## src/rtl/fixed_arith_core_seq.sv

```systemverilog
// fixed_arith_core_seq: signed Q(WIDTH-FRAC).FRAC add/sub/mul/mac core with an iterative shift-add multiplier and valid/ready handshake
module fixed_arith_core_seq #(
  parameter int WIDTH    = 16,
  parameter int FRAC     = 8,
  parameter int SATURATE = 1
) (
  input  logic             clk,
  input  logic             rst,
  input  logic             in_valid,
  output logic             in_ready,
  input  logic [1:0]       mode,
  input  logic [WIDTH-1:0] num1,
  input  logic [WIDTH-1:0] num2,
  input  logic             acc_clr,
  output logic [WIDTH-1:0] result,
  output logic             out_valid,
  input  logic             out_ready,
  output logic             overflow,
  output logic             precision_lost,
  output logic [WIDTH-1:0] acc
);
  localparam int CW = $clog2(WIDTH + 1);
  localparam logic [WIDTH-1:0] MAXV = {1'b0, {(WIDTH-1){1'b1}}};
  localparam logic [WIDTH-1:0] MINV = {1'b1, {(WIDTH-1){1'b0}}};
  localparam logic [2*WIDTH-1:0] LIM = (2*WIDTH)'(1) << (WIDTH-1);
  typedef enum logic [1:0] {IDLE, MUL, OUT} state_t;
  state_t             state;
  logic               mac_q, neg;
  logic [2*WIDTH-1:0] mcand, prod, scaled;
  logic [WIDTH-1:0]   mplier, abs1, abs2, sv, mul_res, acc_in, fin_res;
  logic [CW-1:0]      cnt;
  logic [WIDTH:0]     as_sum, mac_sum;
  logic               accept, as_ovf, mul_ovf, mac_ovf, p_lost;
  // An exact (WIDTH+1)-bit sum overflows when its top two bits disagree; the top bit gives the true sign.
  function automatic logic [WIDTH-1:0] fit(input logic [WIDTH:0] s);
    return (SATURATE != 0 && (s[WIDTH] ^ s[WIDTH-1])) ? (s[WIDTH] ? MINV : MAXV) : s[WIDTH-1:0];
  endfunction
  assign in_ready = (state == IDLE) && !out_valid;
  assign accept   = in_valid && in_ready;
  always_comb begin
    abs1    = num1[WIDTH-1] ? -num1 : num1;
    abs2    = num2[WIDTH-1] ? -num2 : num2;
    as_sum  = mode[0] ? {num1[WIDTH-1], num1} - {num2[WIDTH-1], num2}
                      : {num1[WIDTH-1], num1} + {num2[WIDTH-1], num2};
    as_ovf  = as_sum[WIDTH] ^ as_sum[WIDTH-1];
    scaled  = prod >> FRAC;
    p_lost  = |prod[FRAC-1:0];
    mul_ovf = scaled > (neg ? LIM : LIM - 1'b1);
    sv      = neg ? -scaled[WIDTH-1:0] : scaled[WIDTH-1:0];
    mul_res = (mul_ovf && SATURATE != 0) ? (neg ? MINV : MAXV) : sv;
    acc_in  = acc_clr ? '0 : acc;
    mac_sum = {mul_res[WIDTH-1], mul_res} + {acc_in[WIDTH-1], acc_in};
    mac_ovf = mac_sum[WIDTH] ^ mac_sum[WIDTH-1];
    fin_res = mac_q ? fit(mac_sum) : mul_res;
  end
  always_ff @(posedge clk or posedge rst) begin
    if (rst) begin
      state          <= IDLE;
      result         <= '0;
      out_valid      <= 1'b0;
      overflow       <= 1'b0;
      precision_lost <= 1'b0;
      acc            <= '0;
      mac_q          <= 1'b0;
      neg            <= 1'b0;
      mcand          <= '0;
      mplier         <= '0;
      prod           <= '0;
      cnt            <= '0;
    end else begin
      if (acc_clr) acc <= '0;
      case (state)
        IDLE: if (accept) begin
          if (!mode[1]) begin
            result         <= fit(as_sum);
            overflow       <= as_ovf;
            precision_lost <= 1'b0;
            out_valid      <= 1'b1;
            state          <= OUT;
          end else begin
            mac_q  <= mode[0];
            neg    <= num1[WIDTH-1] ^ num2[WIDTH-1];
            mcand  <= {{WIDTH{1'b0}}, abs1};
            mplier <= abs2;
            prod   <= '0;
            cnt    <= '0;
            state  <= MUL;
          end
        end
        MUL: if (cnt == CW'(WIDTH)) begin
          result         <= fin_res;
          overflow       <= mul_ovf | (mac_q & mac_ovf);
          precision_lost <= p_lost;
          out_valid      <= 1'b1;
          state          <= OUT;
          if (mac_q) acc <= fin_res;
        end else begin
          prod   <= prod + (mplier[0] ? mcand : '0);
          mcand  <= mcand << 1;
          mplier <= mplier >> 1;
          cnt    <= cnt + 1'b1;
        end
        OUT: if (out_ready) begin
          out_valid <= 1'b0;
          state     <= IDLE;
        end
        default: state <= IDLE;
      endcase
    end
  end
endmodule

```

## config.mk

```make
export PLATFORM = sky130hd
export DESIGN_NAME = fixed_arith_core_seq
export DESIGN_NICKNAME = d
export VERILOG_FILES = /design/src/rtl/fixed_arith_core_seq.sv
export SDC_FILE = /design/constraint.sdc
export NUM_CORES = 1
export LEC_CHECK = 0
export CAP_MARGIN = 0
export CORE_MARGIN = 2
export CORE_UTILIZATION = 50
export CTS_CLUSTER_SIZE = 20
export DETAILED_ROUTE_END_ITERATION = 10
export PLACE_DENSITY = 0.72
export SYNTH_ARGS = -nofsm -noshare
export SYNTH_HDL_FRONTEND = slang
export SYNTH_SLANG_ARGS = --single-unit
```

## constraint.sdc

```tcl
create_clock -name clk -period 4.8 [get_ports clk]
set_input_delay 0.96 -clock clk [delete_from_list [all_inputs] [get_ports clk]]
set_output_delay 0.96 -clock clk [all_outputs]
set_load 0.01 [all_outputs]
```

Word level (Yosys, flattened, before mapping)
Cells that the tools add are included.
- $lt $le $gt $ge: 1
- bitwise gates (word level): 5
- add/subtract/negate cells: 8
- reductions and logical operators: 12
- equality and inequality tests: 9
- mux-type cells: 55
- operator list (cell ; number):
    $mux 16 ; 21
    $mux 32 ; 7
    $pmux 32 s2 ; 2
    $pmux 16 s2 ; 2
    $neg 16->16 ; 3
    $add 16x16->17 ; 2
    $add 32x32->32 ; 1
    $gt 24x16->1 ; 1
    $mux 17 ; 1
    $sub 16x16->17 ; 1
    $mux 5 ; 3
    $ne 2x2->1 const B ; 6
    $mux 1 ; 10
    $pmux 5 s2 ; 1
    $mux 2 ; 4
    $reduce_and 4->1 ; 2
    $reduce_or 8->1 ; 1
    $pmux 2 s3 ; 1
    $reduce_and 3->1 ; 2
    $add 5x1->5 const B ; 1
    $eq 5x5->1 const B ; 1
    $reduce_and 5->1 ; 1
    $pmux 1 s2 ; 2
    $pmux 1 s3 ; 1
    10 further kinds ; 13
- input port bits: 39
- logic and storage cells: 102
- register bits after elaboration: 124

Depth between registers and ports, before layout
Gate-level depths: netlist of run 1.
- depth in word-level cells: 10
- depth in mapped cells: 23
- mapped depth without buffers: 21

Worst setup path after synthesis of run 1
No wires, ideal clock.
- path kind: flip-flop to flip-flop
- start: reg neg
- end: reg result[3]
- arrival time: 5152 ps
- buffers on the path: 2
- cell stages (with the launch flop): 21
- clock period less this slack: 5278 ps
- required time: 4674 ps
- library setup time: 126 ps
- slack: -478 ps
- cells stage by stage: dfrtp_1 clkinv_1 ha_1 nand4_1 nor4_1 a21boi_0 o41a_1 clkbuf_1 nand2_1 o311ai_0 ha_1 nor2b_1 o31ai_1 a211o_1 a31oi_1 o31ai_2 nand2_1 nand3_1 buf_2 a21oi_1 o32a_1
- longest elaborated chain between the ends: 9
- elaborated cells between the ends (all ways): 12
- ends and longest elaborated chain (what ; RTL line ; RTL):
    start: declaration ; 28 ; logic mac_q, neg;
    start signal: assignment ; 82 ; neg <= num1[WIDTH-1] ^ num2[WIDTH-1];
    $mux 16 ; 48, 50 ;
    $gt 24x16->1 ; 48 ; mul_ovf = scaled > (neg ? LIM : LIM - 1'b1);
    $mux 16 * ; 50 ; mul_res = (mul_ovf && SATURATE != 0) ? (neg ? MINV : MAXV) : sv;
    $add 16x16->17 ; 52 ; mac_sum = {mul_res[WIDTH-1], mul_res} + {acc_in[WIDTH-1], acc_in};
    $mux 16 or $xor 1x1->1 (tied branches) ; 36 ; return (SATURATE != 0 && (s[WIDTH] ^ s[WIDTH-1])) ? (s[WIDTH] ? MINV : MAXV) : s[WIDTH-1:0];
    $mux 16 ; 36 ;
    $mux 16 * ; 54 ; fin_res = mac_q ? fit(mac_sum) : mul_res;
    $mux 16 * ; 90 ; MUL: if (cnt == CW'(WIDTH)) begin
    $pmux 16 s2 * ; 72 ; case (state)
    end signal: assignment ; 75 ; result <= fit(as_sum);
    end signal: assignment ; 91 ; result <= fin_res;
    end: declaration ; 15 ; output logic [WIDTH-1:0] result,
Every way passes the cells marked *; elsewhere a longest branch is shown, timed or not. The select of a mux whose other input is x is not followed.
A chain may end at the register's enable or synchronous reset.

Worst setup path after layout of run 1
- start: reg neg
- end: reg result[0]
The elaborated chain is that of the path after synthesis.

==> results.cfg, run 1 <==
[sta]
rsz0062_at_grt = true
fin_skew_ns = 0.0130
hold_viol = 0
finalSetupTns_ns = -1.24
setup_viol = 19
fmax_mhz = 202
relSlewSlack = 0.228
worst_pin_slew_ns = 1.15
fin_crit_ns = 4.95
report.final.slew_viol_count = 0
min_period_over_period = 1.03
timing.final.ws_setup_ns = -0.147

[synth]
synthArstFlopShare = 1.00
synth_top_area_cell = dfrtp_1
syn-num-nets = 1356
synth.ff_latch_count = 124
synth.most_common_cell = dfrtp_1
synth.cell_area_mm2 = 0.0104
synth_commonest_cells = 124 x dfrtp_1, 104 x nand2_1, 95 x nor2_1
netlist.area_leader.share = 0.299
ys_seq_area_frac = 0.299
synth.area.top_cells = dfrtp_1 30%, ha_1 10%, a21oi_1 4.5%
synth_cell_types = 85
yosys_warnings = 0
synth_edf_count = 0
ys.flop_type = dfrtp_1
syn_avg_cell_area_um2 = 8.44
netlist_instances = 1229

[placement]
portBuffers = 74
dp_hpwl_um = 22500
dp.cells = 1698
place_congestion = 0.916

[die]
start_util = 0.511
coreArea_mm2 = 0.0203
ioPinCount = 75
die_x_um = 148
die_y_um = 148
dieArea_mm2 = 0.0219
rows = 52

[routing]
drc_errors = 0
via_count = 10600
drtPass1Iterations = 6
drt-total-wl_um = 33000
wl_per_cell_um = 18.8
viasPerCell = 6.02
ant_nets = 0
drt_first_iter_violations = 704

[pwr]
p_per_area_mw_per_mm2 = 697
clkPwrFrac = 0.133
p_seq_frac = 0.173
p_int_mw = 5.51
switching_share = 0.444
vdd_ir_drop_max_mv = 0.381
power.switching_mw = 4.40
comb_power_share = 0.694
power_leakage_nw = 6.59

[global_routing]
grt_pass1_wl_um = 49300
grt_max_degree = 107
grt_pass1_vias = 9887
grt_usage = 0.280
grt_overflow = 0
antenna_found_initial = 0

[worst_setup_path]
critical_path_arrival_ns = 5.31
path_max_fanout = 8
start_kind = flip-flop
path_class = reg2reg
end_kind = flip-flop
cp.required_ns = 5.17

[clocking]
path_clk_slew_ns = 0.06
hold_buffers = 0
cts.path.max_buffers = 2
worst_skew_pair.late_latency_ns = 0.43
cts_buffers = 17
cts-root-buf = clkbuf_16
cts_tree = done
cts_max_level = 4
numClockSinks = 124

[final_layout]
antenna_cells = 0
final_cell_count_no_fill = 1755
fin_nets = 1599
area_growth_pct = 37.0
fillers = 1542
drive_gt1_frac = 0.242

[run_status]
outcome = finished, violations left
violations = setup timing

[min_path]
hp-class = reg2reg

[flow_run]
maxCapViolCount = 0
## metrics by stage
stage / area [um2] / hold slack [ns] / setup WS (ns) / power (mW) / utilization
floorplan: 10400 / 0.440 / 0.0110 / 4.65 / -
global placement: 12600 / 0.463 / -0.644 / 6.91 / 0.623
detailed placement: 12600 / 0.471 / -0.709 / 7.01 / 0.623
CTS: 13500 / 0.484 / -0.0123 / 8.63 / 0.666
global route: 14200 / 0.531 / -0.332 / 10.5 / 0.700
finish: 14200 / 0.483 / -0.147 / 9.91 / 0.700
## flip-flops by register name (all words and copies together), names as in the netlist
register	cells
neg	1
mcand	32
result	16
out_valid	1
mac_q	1
prod	32
state	2
precision_lost	1
cnt	5
overflow	1
acc	16
mplier	16
## cell usage in the layout, fill, tap and decap left out, types with 12 or more instances in the layout
master,netlist,layout
inv_1,34,32
o22a_1,12,12
a21o_1,37,36
a22o_1,44,44
o211ai_1,13,13
and2_1,45,42
o21a_1,18,17
buf_6,1,24
nand2b_1,20,20
xor2_1,49,49
nand3_1,21,17
clkbuf_16,0,17
nand2_1,104,100
buf_4,0,182
dfrtp_1,124,123
ha_1,85,70
a21oi_1,94,85
clkdlybuf4s50_1,0,68
nor2_1,95,85
nor2b_1,27,24
ha_4,0,12
xnor2_1,44,44
nor3_1,30,28
o21ai_0,83,72
## layer usage
metal / up-vias / part of all wire / GRT usage
met5: - / 0 / 0
met3: 105 / 0.060 / 0.0589
met2: 361 / 0.47 / 0.469
li1: 5008 / - / -
met1: 5090 / 0.42 / 0.366
met4: 0 / 0.042 / 0.0867
## logic make-up (layout without fill, tap and decap cells)
| kind of cell | after synthesis | in the layout | share of synthesized area |
|---|---|---|---|
| AOI/OAI and AO/OA | 412 | 412 | 0.269 |
| and+or+nand+nor | 411 | 411 | 0.201 |
| DFF | 124 | 124 | 0.299 |
| xor gates and xnor gates | 93 | 93 | 0.0785 |
| buffers and inverters | 92 | 348 | 0.0344 |
| adders and majority gates | 90 | 90 | 0.110 |
| muxes | 7 | 7 | 0.00699 |
## power groups by stage
| stage | Sequential (mW) | Clock (mW) | Combinational, mW |
|---|---|---|---|
| after global placement | 1.70 | 0 | 5.21 |
| after CTS | 1.70 | 1.32 | 5.61 |
| after floorplan | 1.68 | 0 | 2.97 |
| final | 1.72 | 1.31 | 6.88 |
| after detailed placement | 1.70 | 0 | 5.31 |
| after global routing | 1.76 | 1.36 | 7.35 |
## critical path, stage by stage (launching register included)
cell and delay (ns):
dfrtp_2 0.48, buf_6 0.16, ha_4 0.26, nand4_1 0.15, nor4_2 0.33, a21boi_2 0.22, o41a_1 0.15, buf_6 0.15
buf_6 0.13, nand2_4 0.07, o21a_1 0.14, inv_1 0.07, ha_2 0.20, inv_2 0.05, fa_2 0.38, nor2b_4 0.17
o31ai_4 0.10, a211o_1 0.34, a31oi_4 0.20, o31ai_4 0.09, buf_6 0.14, nand2_2 0.08, nand3_2 0.12, buf_6 0.22
buf_4 0.15, o221ai_2 0.19, o22a_1 0.15
## what timing repair did
action	4_1_cts	5_1_grt
setup buffers	11	17
endpoints found under the setup margin	32	33
gates cloned	1	0
gates resized for setup	82	106
pin swaps	35	54
## area by class of cell
cell class | count | area [um2] | share of cell area
multi-input combinational | 1013 | 7660 | 0.539
sequential | 124 | 3100 | 0.218
timing repair buffer | 281 | 2390 | 0.168
clock buffer | 19 | 443 | 0.0312
tap | 270 | 338 | 0.0238
clock inverter | 13 | 143 | 0.0100
inverter | 35 | 136 | 0.00960
## worst paths after layout
path                                 from         to  slack, ns  cells after the start
worst max-delay path                  neg  result[0]      -0.15                     26
worst min-delay path            mplier[1]  mplier[1]       0.48                      2
worst max register to register        neg  result[0]      -0.15                     26
worst min register to register  mplier[1]  mplier[1]       0.48                      2
max in group asynchronous             rst        neg       2.91                      3
min in group asynchronous             rst  mplier[1]       1.07                      2
No activity file was read; power rests on OpenSTA's default activity.
==> run 2: changes to the inputs <==
--- a/config.mk
+++ b/config.mk
@@ -6,9 +6,9 @@
 export NUM_CORES = 1
 export LEC_CHECK = 0
 export CAP_MARGIN = 0
+export CORE_ASPECT_RATIO = 1.4
 export CORE_MARGIN = 2
 export CORE_UTILIZATION = 50
-export CTS_CLUSTER_SIZE = 20
 export DETAILED_ROUTE_END_ITERATION = 10
 export PLACE_DENSITY = 0.72
 export SYNTH_ARGS = -nofsm -noshare
==> run 2 against run 1 <==
  * The run still ends with setup timing left
  * Non-clock buffer count down 5
  * Die area barely moved
  * First-iteration DRC count rose by 0.43%
==> results.cfg, run 2 (same netlist as run 1, synthesis figures left out) <==
[final_layout]
postLayoutCoreUtil = 0.699
fin_nets = 1594
top_regs = mcand x32, prod x32
final_cell_mix = 174 x buf_4, 123 x dfrtp_1, 100 x nand2_1, 86 x nor2_1, 78 x a21oi_1
fillers = 1574
area_growth_pct = 37.9
final_common_cell = buf_4
antenna_cells = 0
drive_gt1_frac = 0.250

[die]
dieArea_mm2 = 0.0219
start_util = 0.507
ioPinCount = 75
die_x_um = 126
rows = 62
die_y_um = 174
coreArea_mm2 = 0.0205

[clocking]
hold_buffers = 0
cts_tree = done
cts_buffers = 17
numClockSinks = 124
worst_skew_pair.late_latency_ns = 0.45
cts.path.max_buffers = 2
cts_max_level = 4
cts-root-buf = clkbuf_16
path_clk_slew_ns = 0.06

[worst_setup_path]
worstRegToRegCells = 23
rr_endpoint = result[9]
reg2reg_from = neg
end_kind = flip-flop
critical_path_arrival_ns = 5.41
path_class = reg2reg
start_kind = flip-flop
path_max_fanout = 7
cp.required_ns = 5.10
regToRegSetupSlack_ns = -0.31

[sta]
fmax_mhz = 196
setup_viol = 26
report.final.slew_viol_count = 0
worst_pin_slew_ns = 1.10
fin_crit_ns = 5.11
min_period_over_period = 1.07
fin_skew_ns = 0.0157
relSlewSlack = 0.265
rsz0062_at_grt = true
timing.final.ws_setup_ns = -0.313
hold_viol = 0
whs_ns = 0.483

[global_routing]
grt_pass1_vias = 10300
antenna_found_initial = 0
grt_usage = 0.298
grt_pass1_wl_um = 52400
grt_overflow = 0
grt_max_degree = 69

[min_path]
holdPathEnd = mplier[2]
holdPathStages = 2
hold_path_startpoint = mplier[2]
hp-class = reg2reg

[pwr]
p_per_area_mw_per_mm2 = 700
vdd_ir_drop_max_mv = 0.576
fin_total_pwr_mw = 10.0
power_leakage_nw = 6.61

[run_status]
outcome = finished, violations left
violations = setup timing

[routing]
drt_first_iter_violations = 707
viasPerCell = 6.16
ant_nets = 0
wl_per_cell_um = 20.1
via_count = 10700
drtPass1Iterations = 7
drc_errors = 0
drt-total-wl_um = 34800

[placement]
place_congestion = 1.00
dp_hpwl_um = 23900
portBuffers = 74

[flow_run]
maxCapViolCount = 0
==> run 2: changes by cell type in the layout (fill, tap and decap cells not counted), moves of 4 or more <==
| cell | before | now |
|---|---|---|
| buf_4 | 182 | 174 |
| ha_4 | 12 | 20 |
| a21oi_1 | 85 | 78 |
| o21ai_0 | 72 | 65 |
| a21oi_2 | 7 | 13 |
| dlygate4sd2_1 | 0 | 6 |
| ha_1 | 70 | 64 |
| inv_6 | 2 | 7 |
| buf_2 | 4 | 0 |
| o21ai_1 | 8 | 12 |
==> run 2: how the worst max path moves through the flow <==
stage,from,end,slack [ns],cells past startpoint
final,neg,result[9],-0.31,23
after global routing,neg,result[9],-0.46,23
after CTS,neg,result[9],-0.04,24
after detailed placement,num2[6],result[4],-0.62,16
after global placement,num2[6],result[5],-0.55,16
after floorplan,num2[6],result[11],0.01,17
==> run 2: worst max-delay path, stage by stage (launching register included) <==
cell      delay, ns
dfrtp_2        0.49
buf_8          0.18
ha_4           0.26
nand4_1        0.13
nor4_2         0.33
a21boi_2       0.20
o41a_1         0.29
buf_6          0.17
nor2_4         0.04
a31oi_1        0.27
nor2_1         0.12
a21oi_1        0.14
ha_1           0.29
a21oi_2        0.22
nor3b_4        0.23
a211o_1        0.20
a31oi_1        0.12
o31ai_2        0.37
buf_4          0.21
buf_6          0.10
and2_4         0.15
o211ai_1       0.10
o211ai_1       0.26
a21oi_1        0.11
==> run 2: cell type report <==
class	instances	area [um2]	share of cell area
clock inverters	15	151	0.0106
flip-flops and latches	124	3100	0.217
clock buffers	17	425	0.0297
inverters	35	136	0.00953
multi-input cells	1013	7780	0.544
well taps	256	320	0.0224
repair buffers	276	2390	0.167
==> run 2: where the power goes <==
part	internal [mW]	switching [mW]
combinational	3.37	3.63
sequential	1.39	0.338
clock	0.728	0.566
total	5.49	4.53
==> run 2: routing by layer <==
| metal | up-vias | wire, um | track usage |
|---|---|---|---|
| met1 | 5161 | 12900 | 0.344 |
| met2 | 379 | 18200 | 0.536 |
| met3 | 158 | 1620 | 0.0388 |
| met5 | - | 0 | 0 |
| met4 | 0 | 2120 | 0.155 |
| li1 | 4988 | - | - |
==> run 2: timing repair <==
action / CTS / global route
cloned: 1 / 1
buffers inserted: 17 / 16
resized for setup: 86 / 111
setup endpoints to repair: 32 / 33
pin swaps: 34 / 63
==> run 2: metrics by stage <==
step	setup WS [ns]	instances	TNS (ns)	cell area, um2
3_3_place_gp	-0.555	1671	-9.49	12500
2_1_floorplan	0.0110	1229	0	10400
3_5_place_dp	-0.619	1671	-12.35	12500
5_1_grt	-0.460	1736	-10.68	14300
4_1_cts	-0.0430	1721	-0.141	13600
6_report	-0.313	1736	-5.25	14300
